<file path="config.mk">
export PLATFORM = sky130hd
export DESIGN_NAME = tmds_encoder_dvi
export DESIGN_NICKNAME = d
export VERILOG_FILES = /design/src/rtl/tmds_encoder_dvi.sv
export SDC_FILE = /design/constraint.sdc
export NUM_CORES = 1
export LEC_CHECK = 0
export BUFFER_PORTS_ARGS = -buffer_cell sky130_fd_sc_hd__buf_2
export CAP_MARGIN = 25
export CORE_MARGIN = 1.5
export CORE_UTILIZATION = 40
export DETAILED_ROUTE_END_ITERATION = 16
export PLACE_DENSITY = 0.56
export SYNTH_ARGS = -nofsm -noshare
export SYNTH_HDL_FRONTEND = slang
export SYNTH_SLANG_ARGS = --single-unit
</file>
<file path="constraint.sdc">
create_clock -name i_clk -period 5.75 [get_ports i_clk]
set_clock_uncertainty 0.1 [all_clocks]
set_input_delay 0.2875 -clock i_clk [delete_from_list [all_inputs] [get_ports i_clk]]
set_output_delay 0.2875 -clock i_clk [all_outputs]
set_load 0.03 [all_outputs]
</file>
<file path="src/rtl/tmds_encoder_dvi.sv">
// TMDS encoder for one DVI/HDMI colour channel.
// Stage p1 holds the transition-minimised word q_m. Stage p2 applies DC balance
// against the running disparity and registers the 10-bit character.
// Bit 0 of o_tmds is the first bit sent on the wire.
module tmds_encoder_dvi (
   input  logic       i_clk,
   input  logic       i_rst,
   input  logic [7:0] i_data,
   input  logic [1:0] i_ctrl,
   input  logic       i_de,
   output logic [9:0] o_tmds
);

   localparam logic [9:0] CTRL_00 = 10'b1101010100;
   localparam logic [9:0] CTRL_01 = 10'b0010101011;
   localparam logic [9:0] CTRL_10 = 10'b0101010100;
   localparam logic [9:0] CTRL_11 = 10'b1010101011;

   // Population count of a byte (0..8).
   function automatic logic [3:0] f_ones8(input logic [7:0] v);
      logic [3:0] n;
      n = 4'd0;
      for (int i = 0; i < 8; i++) begin
         n = n + {3'b000, v[i]};
      end
      return n;
   endfunction

   // ---- stage p0 -> p1: transition minimisation ----
   logic [3:0] w_n1d_p0;
   logic       w_use_xnor_p0;
   logic [8:0] w_qm_p0;

   logic [8:0] r_qm_p1;
   logic       r_de_p1;
   logic [1:0] r_ctrl_p1;

   // XOR/XNOR chain over the input byte; q_m[8] records which chain was used.
   always_comb begin
      w_n1d_p0      = f_ones8(i_data);
      w_use_xnor_p0 = (w_n1d_p0 > 4'd4) || ((w_n1d_p0 == 4'd4) && !i_data[0]);
      w_qm_p0       = 9'd0;
      w_qm_p0[0]    = i_data[0];
      for (int i = 1; i < 8; i++) begin
         if (w_use_xnor_p0) begin
            w_qm_p0[i] = ~(w_qm_p0[i-1] ^ i_data[i]);
         end else begin
            w_qm_p0[i] = w_qm_p0[i-1] ^ i_data[i];
         end
      end
      w_qm_p0[8] = ~w_use_xnor_p0;
   end

   // Stage p1 register; reset leaves a control-00 slot so nothing stale escapes.
   always_ff @(posedge i_clk) begin
      if (i_rst) begin
         r_qm_p1   <= 9'd0;
         r_de_p1   <= 1'b0;
         r_ctrl_p1 <= 2'b00;
      end else begin
         r_qm_p1   <= w_qm_p0;
         r_de_p1   <= i_de;
         r_ctrl_p1 <= i_ctrl;
      end
   end

   // ---- stage p1 -> p2: DC balance ----
   logic [3:0]        w_n1_p1;
   logic signed [5:0] w_disp_p1;
   logic signed [5:0] w_cnt_ext_p1;
   logic signed [5:0] w_cnt_nxt_p1;
   logic [9:0]        w_tmds_p1;

   logic signed [4:0] r_cnt_p2;
   logic [9:0]        r_tmds_p2;

   // Choose inversion to steer disparity toward zero; control periods clear it.
   // All disparity terms are 6-bit signed; |cnt| stays within 10.
   always_comb begin
      w_n1_p1      = f_ones8(r_qm_p1[7:0]);
      // n1 - n0 = 2*n1 - 8
      w_disp_p1    = $signed({1'b0, w_n1_p1, 1'b0}) - 6'sd8;
      w_cnt_ext_p1 = {r_cnt_p2[4], r_cnt_p2};
      w_cnt_nxt_p1 = 6'sd0;
      w_tmds_p1    = CTRL_00;
      if (!r_de_p1) begin
         w_cnt_nxt_p1 = 6'sd0;
         case (r_ctrl_p1)
            2'b00:   w_tmds_p1 = CTRL_00;
            2'b01:   w_tmds_p1 = CTRL_01;
            2'b10:   w_tmds_p1 = CTRL_10;
            default: w_tmds_p1 = CTRL_11;
         endcase
      end else if ((r_cnt_p2 == 5'sd0) || (w_disp_p1 == 6'sd0)) begin
         w_tmds_p1 = {~r_qm_p1[8], r_qm_p1[8],
                      r_qm_p1[8] ? r_qm_p1[7:0] : ~r_qm_p1[7:0]};
         w_cnt_nxt_p1 = r_qm_p1[8] ? (w_cnt_ext_p1 + w_disp_p1)
                                   : (w_cnt_ext_p1 - w_disp_p1);
      end else if (((r_cnt_p2 > 5'sd0) && (w_disp_p1 > 6'sd0)) ||
                   ((r_cnt_p2 < 5'sd0) && (w_disp_p1 < 6'sd0))) begin
         w_tmds_p1    = {1'b1, r_qm_p1[8], ~r_qm_p1[7:0]};
         w_cnt_nxt_p1 = w_cnt_ext_p1 + (r_qm_p1[8] ? 6'sd2 : 6'sd0) - w_disp_p1;
      end else begin
         w_tmds_p1    = {1'b0, r_qm_p1[8], r_qm_p1[7:0]};
         w_cnt_nxt_p1 = w_cnt_ext_p1 + w_disp_p1 - (r_qm_p1[8] ? 6'sd0 : 6'sd2);
      end
   end

   // Stage p2 register: character and running disparity update together.
   always_ff @(posedge i_clk) begin
      if (i_rst) begin
         r_cnt_p2  <= 5'sd0;
         r_tmds_p2 <= CTRL_00;
      end else begin
         r_cnt_p2  <= w_cnt_nxt_p1[4:0];
         r_tmds_p2 <= w_tmds_p1;
      end
   end

   assign o_tmds = r_tmds_p2;

endmodule

</file>
; Word-level counts from Yosys, hierarchy flattened
; Index checks and enable logic that the tools add are counted.
[op_classes]
mux = 17
n_shift = 0
addsub = 20
eq_ne = 3
bitwise_logic = 18
magnitude_cmp = 5
n_div = 0
mul = 0
reduce_logical = 11
[op_table]
columns = cell, n
row1 = 4-bit by 1-bit adder with 4-bit output, 8
row2 = 10-bit 2-to-1 mux, 3
row3 = 10-bit case mux with 3 select lines, 1
row4 = 5-bit 2-to-1 mux, 3
row5 = 1-bit NOT, 10
row6 = 5-bit subtractor, 2
row7 = 3-bit by 1-bit adder with 4-bit output, 2
row8 = 8-bit 2-to-1 mux, 1
row9 = 8-bit NOT, 1
row10 = 1-bit 2-to-1 mux, 7
row11 = 1-bit XOR, 7
row12 = 2-bit by 1-bit adder with 3-bit output, 2
row13 = 6-bit by 1-bit > comparator with 1-bit output (second input constant), 1
row14 = 6-bit zero test, 1
row15 = 6-bit by 1-bit less-than comparator with 1-bit output (second input constant), 1
row16 = 5-bit by 4-bit subtractor with 6-bit output (second input constant), 1
row17 = 5-bit by 3-bit adder with 5-bit output, 1
row18 = 5-bit adder, 1
row19 = 5-bit by 1-bit > comparator with 1-bit output (second input constant), 1
row20 = 5-bit zero test, 1
row21 = 5-bit by 1-bit less-than comparator with 1-bit output (second input constant), 1
row22 = 5-bit by 3-bit subtractor with 5-bit output, 1
row23 = 1-bit by 1-bit adder with 2-bit output, 2
row24 = 4-bit by 3-bit equality test with 1-bit output (second input constant), 1
row25 = 9 further kinds, 14
[word_totals]
register_bits = 27
out_inout_bits = 10
mem_count = 0
latch_bits = 0
romBits = 0
in_bits = 13
wordCells = 79
mem_bits_rw = 0

; Longest topological paths before layout
[depth]
ltp_word = 29
ltp_mapped = 17
mapped_depth_nobuf = 17

; Worst setup path after synthesis
; Ideal clock, no wire load.
[synth_timing]
path_kind = reg2reg
start = reg r_qm_p1[0]
end = reg r_cnt_p2[2]
t_arrival_ns = 4.061
required_ns = 5.592
stages_incl_launch_ff = 16
path_slack_ns = 1.531
setup_ns = 0.058
synth_period_minus_slack_ns = 4.219
path_buffers = 0
cell_sequence = dfxtp_1 fa_1 inv_1 fa_1 fa_1 inv_1 ha_1 inv_1 fa_1 inv_1 ha_1 inv_1 fa_1 o21ai_0 a221oi_1 o21a_1
[synth_between]
elab_chain_cells = 13
elab_cells_between_ends = 22
cone_classes = add/sub (12) / order compare (2) / mux (3) / reduce/logical (5)
[synth_rtl]
columns = item, line
row1 = "start, declared", 34  ; logic [8:0] r_qm_p1;
row2 = "start signal, assigned", 61  ; r_qm_p1 <= w_qm_p0;
row3 = 1-bit by 1-bit adder with 2-bit output (*), 24  ; n = n + {3'b000, v[i]};
row4 = 2-bit by 1-bit adder with 3-bit output (*), 24
row5 = 3-bit by 1-bit adder with 4-bit output (*), 24
row6 = 4-bit by 1-bit adder with 4-bit output (*) (4 in a row), 24
row7 = 5-bit by 4-bit subtractor with 6-bit output (*), 82  ; w_disp_p1 = $signed({1'b0, w_n1_p1, 1'b0}) - 6'sd8;
row8 = "parallel branches: the longest is 4 deep, another holds 5-bit adder", --
row9 = 5-bit 2-to-1 mux (*), 94  ; end else if ((r_cnt_p2 == 5'sd0) || (w_disp_p1 == 6'sd0)) begin
row10 = "end signal, assigned", 115  ; r_cnt_p2 <= w_cnt_nxt_p1[4:0];
row11 = "end, declared", 74  ; logic signed [4:0] r_cnt_p2;
; Mark *: on every way between the ends.
; A chain may end at the register's enable or synchronous reset.

; Worst setup path in the final report
[layout_timing]
start = reg r_qm_p1[0]
end = reg r_tmds_p2[9], in the netlist o_tmds[9]
[layout_between]
elab_chain_cells = 14
elab_cells_between_ends = 18
cone_classes = add/sub (8) / order compare (2) / mux (3) / reduce/logical (5)
[layout_rtl]
columns = item, line
row1 = 1-bit by 1-bit adder with 2-bit output (*), 24
row2 = 2-bit by 1-bit adder with 3-bit output (*), 24
row3 = 3-bit by 1-bit adder with 4-bit output (*), 24
row4 = 4-bit by 1-bit adder with 4-bit output (*) (4 in a row), 24
row5 = 5-bit by 4-bit subtractor with 6-bit output (*), 82
row6 = 6-bit by 1-bit > comparator with 1-bit output / 6-bit by 1-bit less-than comparator with 1-bit output (equally long branches), "99, 100"
row7 = 1-bit logical AND (on tied branches), "99, 100"
row8 = 1-bit logical OR, 99  ; end else if (((r_cnt_p2 > 5'sd0) && (w_disp_p1 > 6'sd0)) ||
row9 = 10-bit 2-to-1 mux, 99
row10 = 10-bit 2-to-1 mux (*), 94
row11 = 10-bit 2-to-1 mux (*), 86  ; if (!r_de_p1) begin
row12 = "end signal, assigned", 116  ; r_tmds_p2 <= w_tmds_p1;
row13 = "end, declared", 75  ; logic [9:0] r_tmds_p2;
; Every way passes the cells marked *; elsewhere a longest branch is shown, timed or not.

==> results.md <==
* Total wire length at 3.612 mm
* Top_reg_cell synth: dfxtp_1
* Largest family of logic cells by synthesized area: adder cells
* Register area share after synthesis at 0.2517
* Crit Path Max Fanout at 11
* Period utilization at 0.8004
* Most frequent cells in the layout: inv_1, dfxtp_1, ha_1
* Post-DP HPWL at 2.992 mm
* GRT Total Usage at 0.1452
* Max Buffers Root-to-Sink at 2
* Post-synthesis xor/xnor area fraction at 0.1337
* Residual DRC at 0
* Yosys cell types at 41
* Die Wd at 74.91 um
* Synthesized area at 2068 um^2
* Worst setup path class: flip-flop to flip-flop
* Post-synth EDFFs at 0
* DRT iter0 DRCs at 48
* Core area at 4848 um^2
* Hold Fails Final Rpt at 0
* Nets at 297
* Average cell area after synthesis at 9.151 um^2
* Drt wl/cell at 11.50 um
* First-pass GRT wire length at 6.154 mm
* Final core utilization at 0.4730
* Via-to-Cell Ratio at 4.586
* TritonCTS clock tree: built
* Postcts setup bufs at 0
* Min cycle time layout at 4.602 ns
* Initial Utilization at 0.4266
* Final-report setup violation count at 0
* Post-synthesis mux area share at 0.004840
* Input/output buffers at 22
* ANT nets after route at 0
* Grt ovf at 0
* CP peak stage delay at 0.53 ns
* Critical path capture point type: flip-flop
* Via Count at 1440
* Post-Synthesis Net Count at 275
* Rel. slew slack at 0.6603
* Die area at 5611 um^2
* Compound-Gate Fraction of Synth Area at 0.1379
* Worst path buffer plus inverter count at 6
* Tightest Pin Transition at 0.5088 ns
* Family with the most delay on the worst path: adder cells
* Die height at 74.91 um
* Status: complete, no violations
* Critical path cell sequence: fa_1 -> inv_1 -> fa_1 -> fa_1 -> inv_1 -> ha_1 -> inv_1 -> fa_1 -> xnor2_1 -> inv_1 -> ha_1 -> and2_1 -> a31o_1 -> a311oi_2 -> buf_4 -> inv_2 -> a211o_1
* Post-synthesis simple-gate area fraction at 0.1113
* Slowest CP cell: fa_1
* Total CTS buffers at 3
* Root Driver: clkbuf_8
* Critical Path RT at 5.82 ns
* #FFs+latches synth at 26
* Post-CTS resize count at 0
* Drt first pass iters at 4
* Io pins at 23
* H-tree levels at 1
* Gpl congestion at 0.9173
* Layout cells sized above 1 at 0.1457
* Syn-to-layout area delta at 10.89%
* Max cap viols at 0
* Worst-path clk slew at 0.09 ns
* Slew Limit Fails at 0
* Cells after synthesis at 226
* Skew-Pair Late Insertion Delay at 0.27 ns
* RSZ-0062 raised after global routing: false
* Most common cell after layout, fill and taps aside: inv_1
* Vias in the first global route at 1340
* Synth Area in Adders at 0.2650
* Row count at 25
* CP Launch Type: flip-flop
* Max Freq at 217.3 MHz
* Antenna violations before repair at 0
* Clock Sinks at 26
* Ys Warns at 0
* Fin Setup TNS at 0 ns
* Hold_buf cts at 0
* Type of the worst min-delay path: input pin to flip-flop
* Ys async rst share at 0
* Antenna fix cells at 0
* Largest net degree at the start of global routing at 18
* Crit path DAT at 4.67 ns
[worst paths after layout]
kind	slack [ns]	startpoint	end	cells past startpoint
max	1.15	r_qm_p1[0]	o_tmds[9]	17
min	0.14	i_de	r_de_p1	2
max reg2reg	1.15	r_qm_p1[0]	o_tmds[9]	17
min reg2reg	0.50	r_qm_p1[3]	o_tmds[3]	2
[stage by stage]
step / hold slack (ns) / cell area [um^2] / instances / setup slack (ns)
floorplan: 0.2591 / 2068 / 226 / 1.531
global placement: 0.4045 / 2222 / 310 / 1.263
detailed placement: 0.4044 / 2222 / 310 / 1.173
CTS: 0.1468 / 2293 / 314 / 1.144
global route: 0.1620 / 2293 / 314 / 0.8823
finish: 0.1369 / 2293 / 314 / 1.148
[cell usage after synthesis (3+ instances only)]
library cell | instances | share of area
inv_1 | 38 | 0.069
dfxtp_1 | 26 | 0.25
ha_1 | 23 | 0.14
xnor2_1 | 20 | 0.085
nor2_1 | 15 | 0.027
a21oi_1 | 13 | 0.031
fa_1 | 13 | 0.13
xor2_1 | 9 | 0.038
nand2_1 | 7 | 0.013
nor2b_1 | 6 | 0.018
a21o_1 | 5 | 0.018
nor3_1 | 5 | 0.012
o21ai_0 | 5 | 0.012
or2_2 | 4 | 0.012
o21bai_1 | 3 | 0.011
[cells by family (layout without fill, tap and decap cells)]
family,Yosys count,after routing
compound gates,42,42
xor+xnor,30,30
fa+ha+maj,36,36
buf+inv,46,67
flops,26,26
mux,1,1
simple gates,45,45
[flip-flops by register name, summed over array words and instances (netlist names)]
signal / cells
r_cnt_p2: 4
r_ctrl_p1: 2
r_de_p1: 1
r_qm_p1: 9
o_tmds: 10
[metal layers]
metal	part of all wire	global-route usage	wire, um
met5	0	0	0
met4	0.014	0.05859	51
met3	0.038	0.02811	137
met2	0.44	0.2291	1600
met1	0.50	0.1957	1822
[worst reg2reg max path, delay by kind of cell, from the launching register on]
| kind | cells | cell delay (ns) |
|---|---|---|
| compound gates | 3 | 0.69 |
| xor+xnor | 1 | 0.25 |
| fa+ha+maj | 6 | 2.32 |
| buf+inv | 6 | 0.58 |
| flops | 1 | 0.34 |
| simple gates | 1 | 0.22 |
[layout make-up]
| cell class | instances | area (um^2) |
|---|---|---|
| Inverter | 40 | 150.1 |
| Tap cell | 67 | 83.83 |
| Timing Repair Buffer | 23 | 117.6 |
| Clock buffer | 3 | 41.29 |
| Clock inverter | 1 | 30.03 |
| Fill cell | 494 | 2555 |
| Multi-Input combinational cell | 154 | 1350 |
| Sequential cell | 26 | 520.5 |
Power is left out: the tool's default activity adds up to more than one toggle a clock period on the data nets, which glitch-free logic cannot reach.
